$ cat src/rtl/vector_floating_point_add_sequencer.sv
// rtl/vector_floating_point_add_sequencer.sv - walks one vfadd/vfsub/vfrsub across an LMUL register group
// Optional feature macro: VFADD_SEQUENCER_BUSY_COUNTER_EN (adds busy_cycles output).
package vector_floating_point_add_pkg;
  typedef struct packed {
    logic vfadd_64;
    logic vfsub_64;
    logic vfrsub_64;
    logic vfadd_32;
    logic vfsub_32;
    logic vfrsub_32;
  } execution_vector_t;
endpackage

module vector_floating_point_add_sequencer
  import vector_floating_point_add_pkg::*;
#(
  parameter int VLEN     = 64,
  parameter int VL_WIDTH = 8
) (
  input  logic                  clock,
  input  logic                  reset_n,
  input  logic                  req_valid,
  output logic                  req_ready,
  input  execution_vector_t     req_execution_vector,
  input  logic                  req_sew_64,
  input  logic [1:0]            req_lmul_log2,
  input  logic [VL_WIDTH-1:0]   req_vl,
  input  logic [4:0]            req_vs1_index,
  input  logic [4:0]            req_vs2_index,
  input  logic [4:0]            req_vd_index,
  output logic [4:0]            vrf_read_index_a,
  output logic [4:0]            vrf_read_index_b,
  input  logic [VLEN-1:0]       vrf_read_data_a,
  input  logic [VLEN-1:0]       vrf_read_data_b,
  output execution_vector_t     fpau_execution_vector,
  output logic [VLEN-1:0]       fpau_vs2,
  output logic [VLEN-1:0]       fpau_vs1,
  input  logic [VLEN-1:0]       fpau_vd,
  output logic                  vrf_write_enable,
  output logic [4:0]            vrf_write_index,
  output logic [VLEN-1:0]       vrf_write_data,
  output logic [VLEN/8-1:0]     vrf_write_mask,
  output logic                  done
`ifdef VFADD_SEQUENCER_BUSY_COUNTER_EN
  , output logic [31:0]         busy_cycles
`endif
);
  localparam int BYTES     = VLEN / 8;
  localparam int BYTE_LOG2 = $clog2(BYTES);

  typedef enum logic [1:0] {IDLE, EXECUTE, DRAIN} state_t;

  state_t             state;
  execution_vector_t  ev_q;
  logic [4:0]         vs1_q, vs2_q, vd_q;
  logic [3:0]         beats_q, beat;
  logic [BYTES-1:0]   last_mask_q;

  logic [31:0]        vlmax, eff_vl, total_bytes, beats_calc, tail;
  logic [BYTES-1:0]   last_mask_calc;
  logic               accept, last_beat, executing;

  // Clamp vl to VLMAX and derive beat count and last-beat byte mask at accept time.
  always_comb begin
    vlmax          = (req_sew_64 ? 32'(VLEN / 64) : 32'(VLEN / 32)) << req_lmul_log2;
    eff_vl         = (32'(req_vl) < vlmax) ? 32'(req_vl) : vlmax;
    total_bytes    = req_sew_64 ? (eff_vl << 3) : (eff_vl << 2);
    beats_calc     = (total_bytes + 32'(BYTES - 1)) >> BYTE_LOG2;
    tail           = total_bytes & 32'(BYTES - 1);
    last_mask_calc = '0;
    for (int i = 0; i < BYTES; i++) begin
      last_mask_calc[i] = (tail == 32'd0) || (32'(i) < tail);
    end
  end

  assign req_ready             = (state == IDLE);
  assign accept                = req_valid && req_ready;
  assign executing             = (state == EXECUTE);
  assign last_beat             = (beat == beats_q - 4'd1);
  assign vrf_read_index_a      = vs2_q + 5'(beat);
  assign vrf_read_index_b      = vs1_q + 5'(beat);
  assign fpau_execution_vector = executing ? ev_q : '0;
  assign fpau_vs2              = executing ? vrf_read_data_a : '0;
  assign fpau_vs1              = executing ? vrf_read_data_b : '0;

  always_ff @(posedge clock) begin
    if (!reset_n) begin
      state            <= IDLE;
      ev_q             <= '0;
      vs1_q            <= '0;
      vs2_q            <= '0;
      vd_q             <= '0;
      beats_q          <= '0;
      beat             <= '0;
      last_mask_q      <= '0;
      vrf_write_enable <= 1'b0;
      vrf_write_index  <= '0;
      vrf_write_data   <= '0;
      vrf_write_mask   <= '0;
      done             <= 1'b0;
    end else begin
      vrf_write_enable <= 1'b0;
      done             <= 1'b0;
      case (state)
        IDLE: begin
          if (accept) begin
            ev_q        <= req_execution_vector;
            vs1_q       <= req_vs1_index;
            vs2_q       <= req_vs2_index;
            vd_q        <= req_vd_index;
            beats_q     <= beats_calc[3:0];
            last_mask_q <= last_mask_calc;
            beat        <= '0;
            if (eff_vl == 32'd0) begin
              state <= DRAIN;
              done  <= 1'b1;
            end else begin
              state <= EXECUTE;
            end
          end
        end
        EXECUTE: begin
          // The result registered here is written next cycle, overlapping the next compute.
          vrf_write_enable <= 1'b1;
          vrf_write_data   <= fpau_vd;
          vrf_write_index  <= vd_q + 5'(beat);
          vrf_write_mask   <= last_beat ? last_mask_q : '1;
          beat             <= beat + 4'd1;
          if (last_beat) begin
            state <= DRAIN;
            done  <= 1'b1;
          end
        end
        DRAIN:   state <= IDLE;
        default: state <= IDLE;
      endcase
    end
  end

`ifdef VFADD_SEQUENCER_BUSY_COUNTER_EN
  always_ff @(posedge clock) begin
    if (!reset_n) begin
      busy_cycles <= '0;
    end else if (state != IDLE) begin
      busy_cycles <= busy_cycles + 32'd1;
    end
  end
`endif

endmodule

$ cat config.mk
export PLATFORM = sky130hd
export DESIGN_NAME = vector_floating_point_add_sequencer
export DESIGN_NICKNAME = d
export VERILOG_FILES = /design/src/rtl/vector_floating_point_add_sequencer.sv
export SDC_FILE = /design/constraint.sdc
export NUM_CORES = 1
export LEC_CHECK = 0
export BUFFER_PORTS_ARGS = -buffer_cell sky130_fd_sc_hd__buf_2
export CAP_MARGIN = 20
export CORE_AREA = 2 2 175 177
export DETAILED_ROUTE_END_ITERATION = 7
export DIE_AREA = 0 0 177 179
export PLACE_DENSITY = 0.43
export SYNTH_ARGS = -nofsm -noshare
export SYNTH_HDL_FRONTEND = slang
export SYNTH_SLANG_ARGS = --single-unit
$ cat constraint.sdc
create_clock -name clock -period 3.08 [get_ports clock]
set_input_delay 0.308 -clock clock [delete_from_list [all_inputs] [get_ports clock]]
set_output_delay 0.308 -clock clock [all_outputs]
set_load 0.02 [all_outputs]
==> reports/results.txt, run 1 <==
Final Critical Period: 2760 ps
most used cell, CP: ha_1
post-synth top area share: 0.385
Tcrit/Tclk final: 0.897
Yosys Warn Count: 0
initial antenna violation count: 14
Final Power: 3.98 mW
final setup fails: 0
Top Ports: 451
Post-CTS Hold Fix Bufs: 0
sequential share of power: 0.385
initial DRC count: 347
number of global-route vias before repair: 5932
Synth area leader: dfxtp_1
Gate power share: 0.301
CTS buffer count: 9
syn_nets: 977
number of cells produced by synthesis: 724
worst endpoint required time: 3320 ps
CTS tree: built
outcome: finished, final reports clean
maximum VDD drop: 222 µV
largest net degree at the start of global routing: 153
std cell rows: 64
DR vias: 6473
Nets: 1396
post-synth cell types: 43
Layout Utilization: 0.283
Worst Setup Path Type: in2reg
number of max-cap violations: 0
post-route ant nets: 0
Die Height: 179 µm
Die ar.: 31700 µm²
Seq/Total Area, Yosys: 0.385
Critical Path AT: 3000 ps
Final GP Congestion: 0.796
Internal Power: 2.50 mW
setup repair bufs after CTS: 0
CTS root buf: clkbuf_16
CP endpoint kind: register
Mean Syn Cell Area: 7.62 µm²
CP max-delay cell: ha_1
Clock transition at path regs: 90 ps
routed vias/inst: 4.19
final setup margin: 318 ps
CP Max Fanout: 5
Seq cells post-synth: 106
Pins Over Slew Limit: 0
core area: 30000 µm²
Initial Util: 0.184
GR Util All Layers: 0.172
clock skew: 8.15 ps
Clock Sinks: 106
DRC: 0
Resize count post-CTS: 0
sw frac: 0.372
top post-synthesis cells by area: dfxtp_1 38%, and2_1 16%, nand2_1 13%
Mapped Area: 5510 µm²
PwrDens: 468 nW/µm²
final hold vios: 0
first-pass GRT wire length: 39400 µm
RSZ-0062 raised after global routing: no
worst-margin pin slew: 698 ps
CP Cell Sequence: buf_2, clkinv_2, ha_1, nor2b_1, inv_1, ha_1, nor4b_1, o21ai_1, a21oi_4, mux2i_1, nor2_1, ha_1, nand2_1, mux2i_1, a211oi_1, nor3_2
CP bufs+invs: 3
Clock Tree Buf Depth: 2
dpl ws: -53.2 ps
wire per inst: 18.8 µm
Routed WL: 29100 µm
H-tree depth: 3
Peak Freq: 362 MHz
CP max stage delay: 340 ps
DRT Pass-1 Iters: 6
type of origin of the critical path: input pin
leakage power: 4.47 nW
Worst Hold Class: in2reg
IO Port Bufs: 450
fraction of layout cells with a size suffix above 1: 0.424
Rel. slew slack: 0.534
WHS: 177 ps
DP HPWL: 23500 µm
switching power: 1.48 mW
CP top delay family: adder cells
Clock Latency Late Sink: 360 ps
Clock power frac: 0.315
grt ovf: 0
die width: 177 µm
P&R area growth vs syn: 54.1%
-- registers in the layout, indices dropped and copies added (netlist names) --
signal / cells
beats_q: 4
done: 1
vrf_write_index: 5
vrf_write_data: 64
vd_q: 5
vrf_write_mask: 2
state: 2
beat: 4
last_mask_q: 2
ev_q: 6
vs1_q: 5
vs2_q: 5
vrf_write_enable: 1
-- power groups by stage --
stage	sequential [mW]	clock [mW]	combinational, mW
floorplan	1.63	0	0.615
global placement	1.56	0	1.21
detailed placement	1.56	0	1.21
CTS	1.53	1.33	1.22
global route	1.54	1.37	1.31
finish	1.53	1.25	1.20
-- layer usage --
layer / global-route usage / up-vias / wire length (µm)
met4: 0.0441 / 0 / 449
met2: 0.285 / 331 / 13800
met1: 0.214 / 2953 / 11800
met3: 0.0589 / 28 / 2960
li1: - / 3161 / -
met5: 0 / - / 0
-- per-stage QoR --
step	TNS [ps]	area, µm²	instances
CTS	0	8490	1544
finish	0	8490	1546
floorplan	0	5520	724
global route	0	8490	1545
global placement	-20.9	8180	1528
detailed placement	-53.2	8180	1528
-- layout by cell type, fill, tap and decap left out, drive strengths merged, types with 2 or more instances in the layout --
| master | count |
|---|---|
| buf | 462 |
| nand2 | 185 |
| and2 | 137 |
| dfxtp | 106 |
| a21oi | 105 |
| inv | 25 |
| ha | 23 |
| nor2 | 19 |
| xnor2 | 11 |
| clkbuf | 9 |
| o21ai | 8 |
| a21o | 7 |
| mux2i | 5 |
| xor2 | 4 |
| nand3 | 4 |
| nor3 | 4 |
| clkinv | 4 |
| nor2b | 3 |
| nand4 | 3 |
| a211oi | 3 |
| fa | 3 |
| mux4 | 3 |
| diode | 2 |
| nor3b | 2 |
| or4 | 2 |
-- kinds of logic (layout without fill, tap and decap cells) --
logic type / count (synthesis) / count (layout) / synth area share
fa+ha+maj: 26 / 26 / 0.0631
compound gates: 128 / 128 / 0.125
mux: 9 / 9 / 0.0247
flops: 106 / 106 / 0.385
other cells: 0 / 2 / 0
simple gates: 364 / 364 / 0.322
buf+inv: 76 / 500 / 0.0560
xor+xnor: 15 / 15 / 0.0238
-- Yosys cell counts --
library cell and n:
xor2_1 4, and4_1 1, o22ai_1 1, inv_2 1
inv_1 20, o21ai_0 6, mux2_2 1, a21o_1 7
and2_1 137, fa_1 3, mux4_1 2, nor2_1 19
a21oi_1 104, nand2_1 185, o31ai_1 1, mux4_2 1
or4_1 1, nand4_1 3, nand3b_1 1, a211oi_1 3
clkinv_1 1, nor2b_1 3, nand2b_1 1, nor3b_1 2
nor4_1 1, mux2i_1 5, a22oi_1 1, clkbuf_1 42
nand3_1 4, o211a_1 1, or4_4 1, ha_1 23
buf_2 1, nor4b_1 1, buf_4 6, o21ai_1 2
a21oi_4 1, nor3_1 3, o211ai_1 1, buf_1 5
dfxtp_1 106, xnor2_1 11, nor3_2 1
-- path summary, 6_finish.rpt --
path / startpoint / to / slack, ps / depth (start not counted)
hold / removal: fpau_vd[38] / vrf_write_data[38]$_SDFFE_PN0P_ / 180 / 3
hold reg to reg: vrf_write_index[0]$_SDFFE_PN0P_ / vrf_write_index[0]$_SDFFE_PN0P_ / 450 / 2
setup / recovery: req_sew_64 / beats_q[3]$_SDFFE_PN0P_ / 320 / 16
setup reg to reg: beat[0]$_SDFFE_PN0P_ / vrf_write_index[4]$_SDFFE_PN0P_ / 1180 / 9
-- worst reg2reg max path, stage by stage (launching register included) --
cell	delay [ps]
dfxtp_1	540
ha_1	240
inv_1	50
fa_1	360
inv_1	90
a21o_1	110
a21oi_1	70
xnor2_1	140
nand2_1	70
a21oi_1	150
-- area by class of cell --
type,instances,area [µm²]
Clock inverter,7,88.8
Timing Repair Buffer,462,2380
Sequential cell,106,2120
Inverter,22,85.1
Fill cell,3402,21500
Clock buffer,9,225
Tap cell,396,495
Antenna cell,2,5.00
Multi-Input combinational cell,542,3090
No activity file was read; power rests on OpenSTA's default activity.
==> run 2, diff against run 1 <==
REMOVE_ABC_BUFFERS = 1   (was not set)
==> run 2 against run 1 <==
Global-route usage decreased by 2.6 points; count of clock-buffer cells in the layout unchanged; largest power group unchanged; sequential power is essentially flat; cell count grew 0.84%; sequential share of layout area fell by 0.22 points; critical path type unchanged; via count down 3.8%; die area stayed put; register-to-register slack improved by 30 ps; highest routed layer is now met5; design area increased by 0.90%; critical path depth up 1.
==> reports/results.txt, run 2 (synthesis results as in run 1) <==
outcome: finished, final reports clean
CP endpoint kind: register
number of global-route vias before repair: 5724 (-3.5%)
DP HPWL: 19900 µm (-15%)
Clock Sinks: 106 (unchanged)
routed vias/inst: 3.99 (-4.6%)
maximum VDD drop: 284 µV (+28%)
CTS buffer count: 9 (unchanged)
IO Port Bufs: 450 (unchanged)
Top reg by flops: vrf_write_data
final hold vios: 0 (unchanged)
fraction of layout cells with a size suffix above 1: 0.430 (+0.00571)
Clock Latency Late Sink: 360 ps (about the same)
Final Critical Period: 2810 ps (+48.4 ps)
most used cell, CP: ha_1
clock skew: 16.1 ps (+7.97 ps)
Final Cell Area: 8570 µm² (+0.90%)
Top Ports: 451 (unchanged)
Initial Util: 0.184 (unchanged)
Cells after DPL: 1536 (+0.52%)
Peak Freq: 356 MHz (-1.7%)
max layer used: met5
Post-Layout Cell Count: 1559 (+0.84%)
std cell rows: 64 (unchanged)
WHS: 177 ps (+0.788 ps)
final setup margin: 270 ps (-48.4 ps)
area of the multi-input gates: 3110 µm² (+0.40%)
Tcrit/Tclk final: 0.912 (+0.0157)
PwrDens: 454 nW/µm² (-3.1%)
CTS tree: built
wire per inst: 15.9 µm (-16%)
Pins Over Slew Limit: 0 (unchanged)
grt ovf: 0 (unchanged)
P&R area growth vs syn: 55.4%
M1 WL: 11000 µm (-6.9%)
Routed WL: 24700 µm (-15%)
worst setup path start: req_sew_64
crit path capture: beats_q[3]$_SDFFE_PN0P_
worst reg2reg path startpoint: beat[0]$_SDFFE_PN0P_
H-tree depth: 3 (unchanged)
Die ar.: 31700 µm² (unchanged)
core area: 30000 µm² (unchanged)
worst endpoint required time: 3310 ps (about the same)
most frequent cells in the layout: 450 x buf_2, 185 x nand2_1, 137 x and2_1
setup repair bufs after CTS: 0 (unchanged)
Die Height: 179 µm (unchanged)
Clock transition at path regs: 90 ps (about the same)
CP Max Fanout: 6 (+1)
dpl ws: -116 ps (-63.2 ps)
GR Util All Layers: 0.146 (-0.0260)
CP max stage delay: 360 ps (+20 ps)
area post-placement: 8230 µm² (+0.72%)
Clock Tree Buf Depth: 2 (unchanged)
first-pass GRT wire length: 35200 µm (-11%)
leakage power: 4.50 nW (+0.82%)
Nets: 1404 (+0.57%)
number of fill cells in the layout: 3372 (-0.88%)
R2R depth: 9 (unchanged)
CP top delay family: simple AND/OR/NAND/NOR gates
largest net degree at the start of global routing: 85 (-44%)
r2r endpoint: vrf_write_index[4]$_SDFFE_PN0P_
initial antenna violation count: 15 (+1)
met3 wire length: 2380 µm (-20%)
CP max-delay cell: ha_1
met2 wire len: 11000 µm (-20%)
Rel. slew slack: 0.462 (-0.0718)
number of max-cap violations: 0 (unchanged)
die width: 177 µm (unchanged)
Reg2Reg Setup Slack: 1210 ps (+30 ps)
type of origin of the critical path: input pin
register area: 2120 µm² (unchanged)
DR vias: 6224 (-3.8%)
biggest regs: vrf_write_data x64, ev_q x6
Worst Hold Class: in2reg
worst-margin pin slew: 807 ps (+109 ps)
DRT Pass-1 Iters: 6 (unchanged)
most common cell after layout, fill and taps aside: buf_2
final setup fails: 0 (unchanged)
Final Power: 3.89 mW (-2.2%)
DRC: 0 (unchanged)
Layout Utilization: 0.285 (+0.00254)
Worst Setup Path Type: in2reg
RSZ-0062 raised after global routing: no
CTS root buf: clkbuf_16
Largest register FFs: 64 (unchanged)
initial DRC count: 268 (-23%)
CP Cell Sequence: buf_2, clkinv_1, ha_1, nor2b_1, inv_1, ha_1, nor4b_1, o21ai_1, a21oi_4, nand2_1, o211a_1, a21oi_1, ha_1, nand2_1, mux2i_2, and4_1, nor3_2
Setup TNS Final: 0 ps (unchanged)
post-route ant nets: 0 (unchanged)
Critical Path AT: 3040 ps (+40 ps)
Final GP Congestion: 0.838 (+5.3%)
CP Depth: 17 (+1)
CP bufs+invs: 3 (unchanged)
-- run 2: cell types whose count changed in the layout (fill, tap and decap cells not counted), moves of 2 or more --
cell      delta
buf_4        +8
clkinv_4     +3
diode_2      +5
inv_6        -2
mux2i_1      -2
mux2i_2      +2
-- run 2: per-layer routing --
layer  track usage  vias up
met2         0.235      223
li1              -     3177
met4        0.0224       14
met3        0.0638       32
met1         0.184     2778
met5             0        -
-- run 2: worst reg2reg max path, cell delays in order (launching register included) --
cell and delay, ps:
dfxtp_1 530, ha_1 240, inv_1 50, fa_1 350
inv_1 90, a21o_1 120, a21oi_1 80, xnor2_1 140
nand2_1 70, a21oi_1 130
-- run 2: power by group --
| group | switching, mW | internal, mW |
|---|---|---|
| combinational | 0.738 | 0.447 |
| sequential | 0.0555 | 1.47 |
| clock | 0.602 | 0.580 |
| total | 1.39 | 2.49 |
-- run 2: worst min-delay path by stage --
stage	startpoint	to	slack, ps	cells past startpoint
CTS	fpau_vd[15]	vrf_write_data[15]$_SDFFE_PN0P_	160	3
floorplan	ev_q[0]$_SDFFE_PN0P_	ev_q[0]$_SDFFE_PN0P_	430	2
global placement	vrf_write_index[3]$_SDFFE_PN0P_	vrf_write_index[3]$_SDFFE_PN0P_	430	2
detailed placement	vrf_write_data[4]$_SDFFE_PN0P_	vrf_write_data[4]$_SDFFE_PN0P_	440	2
global route	fpau_vd[47]	vrf_write_data[47]$_SDFFE_PN0P_	170	3
finish	fpau_vd[15]	vrf_write_data[15]$_SDFFE_PN0P_	180	3
-- run 2: what timing repair did --
action | 4_1_cts | 5_1_grt
resized for setup | 0 | 3
endpoints found under the setup margin | 0 | 1
hold buffers | 0 | 0
-- run 2: cell type report --
type,instances,area share
antenna,7,0.00204
clock buffer,9,0.0263
clock inverter,7,0.00949
inverter,22,0.00978
multi-input combinational,542,0.362
sequential,106,0.248
tap,396,0.0578
timing repair buffer,470,0.285
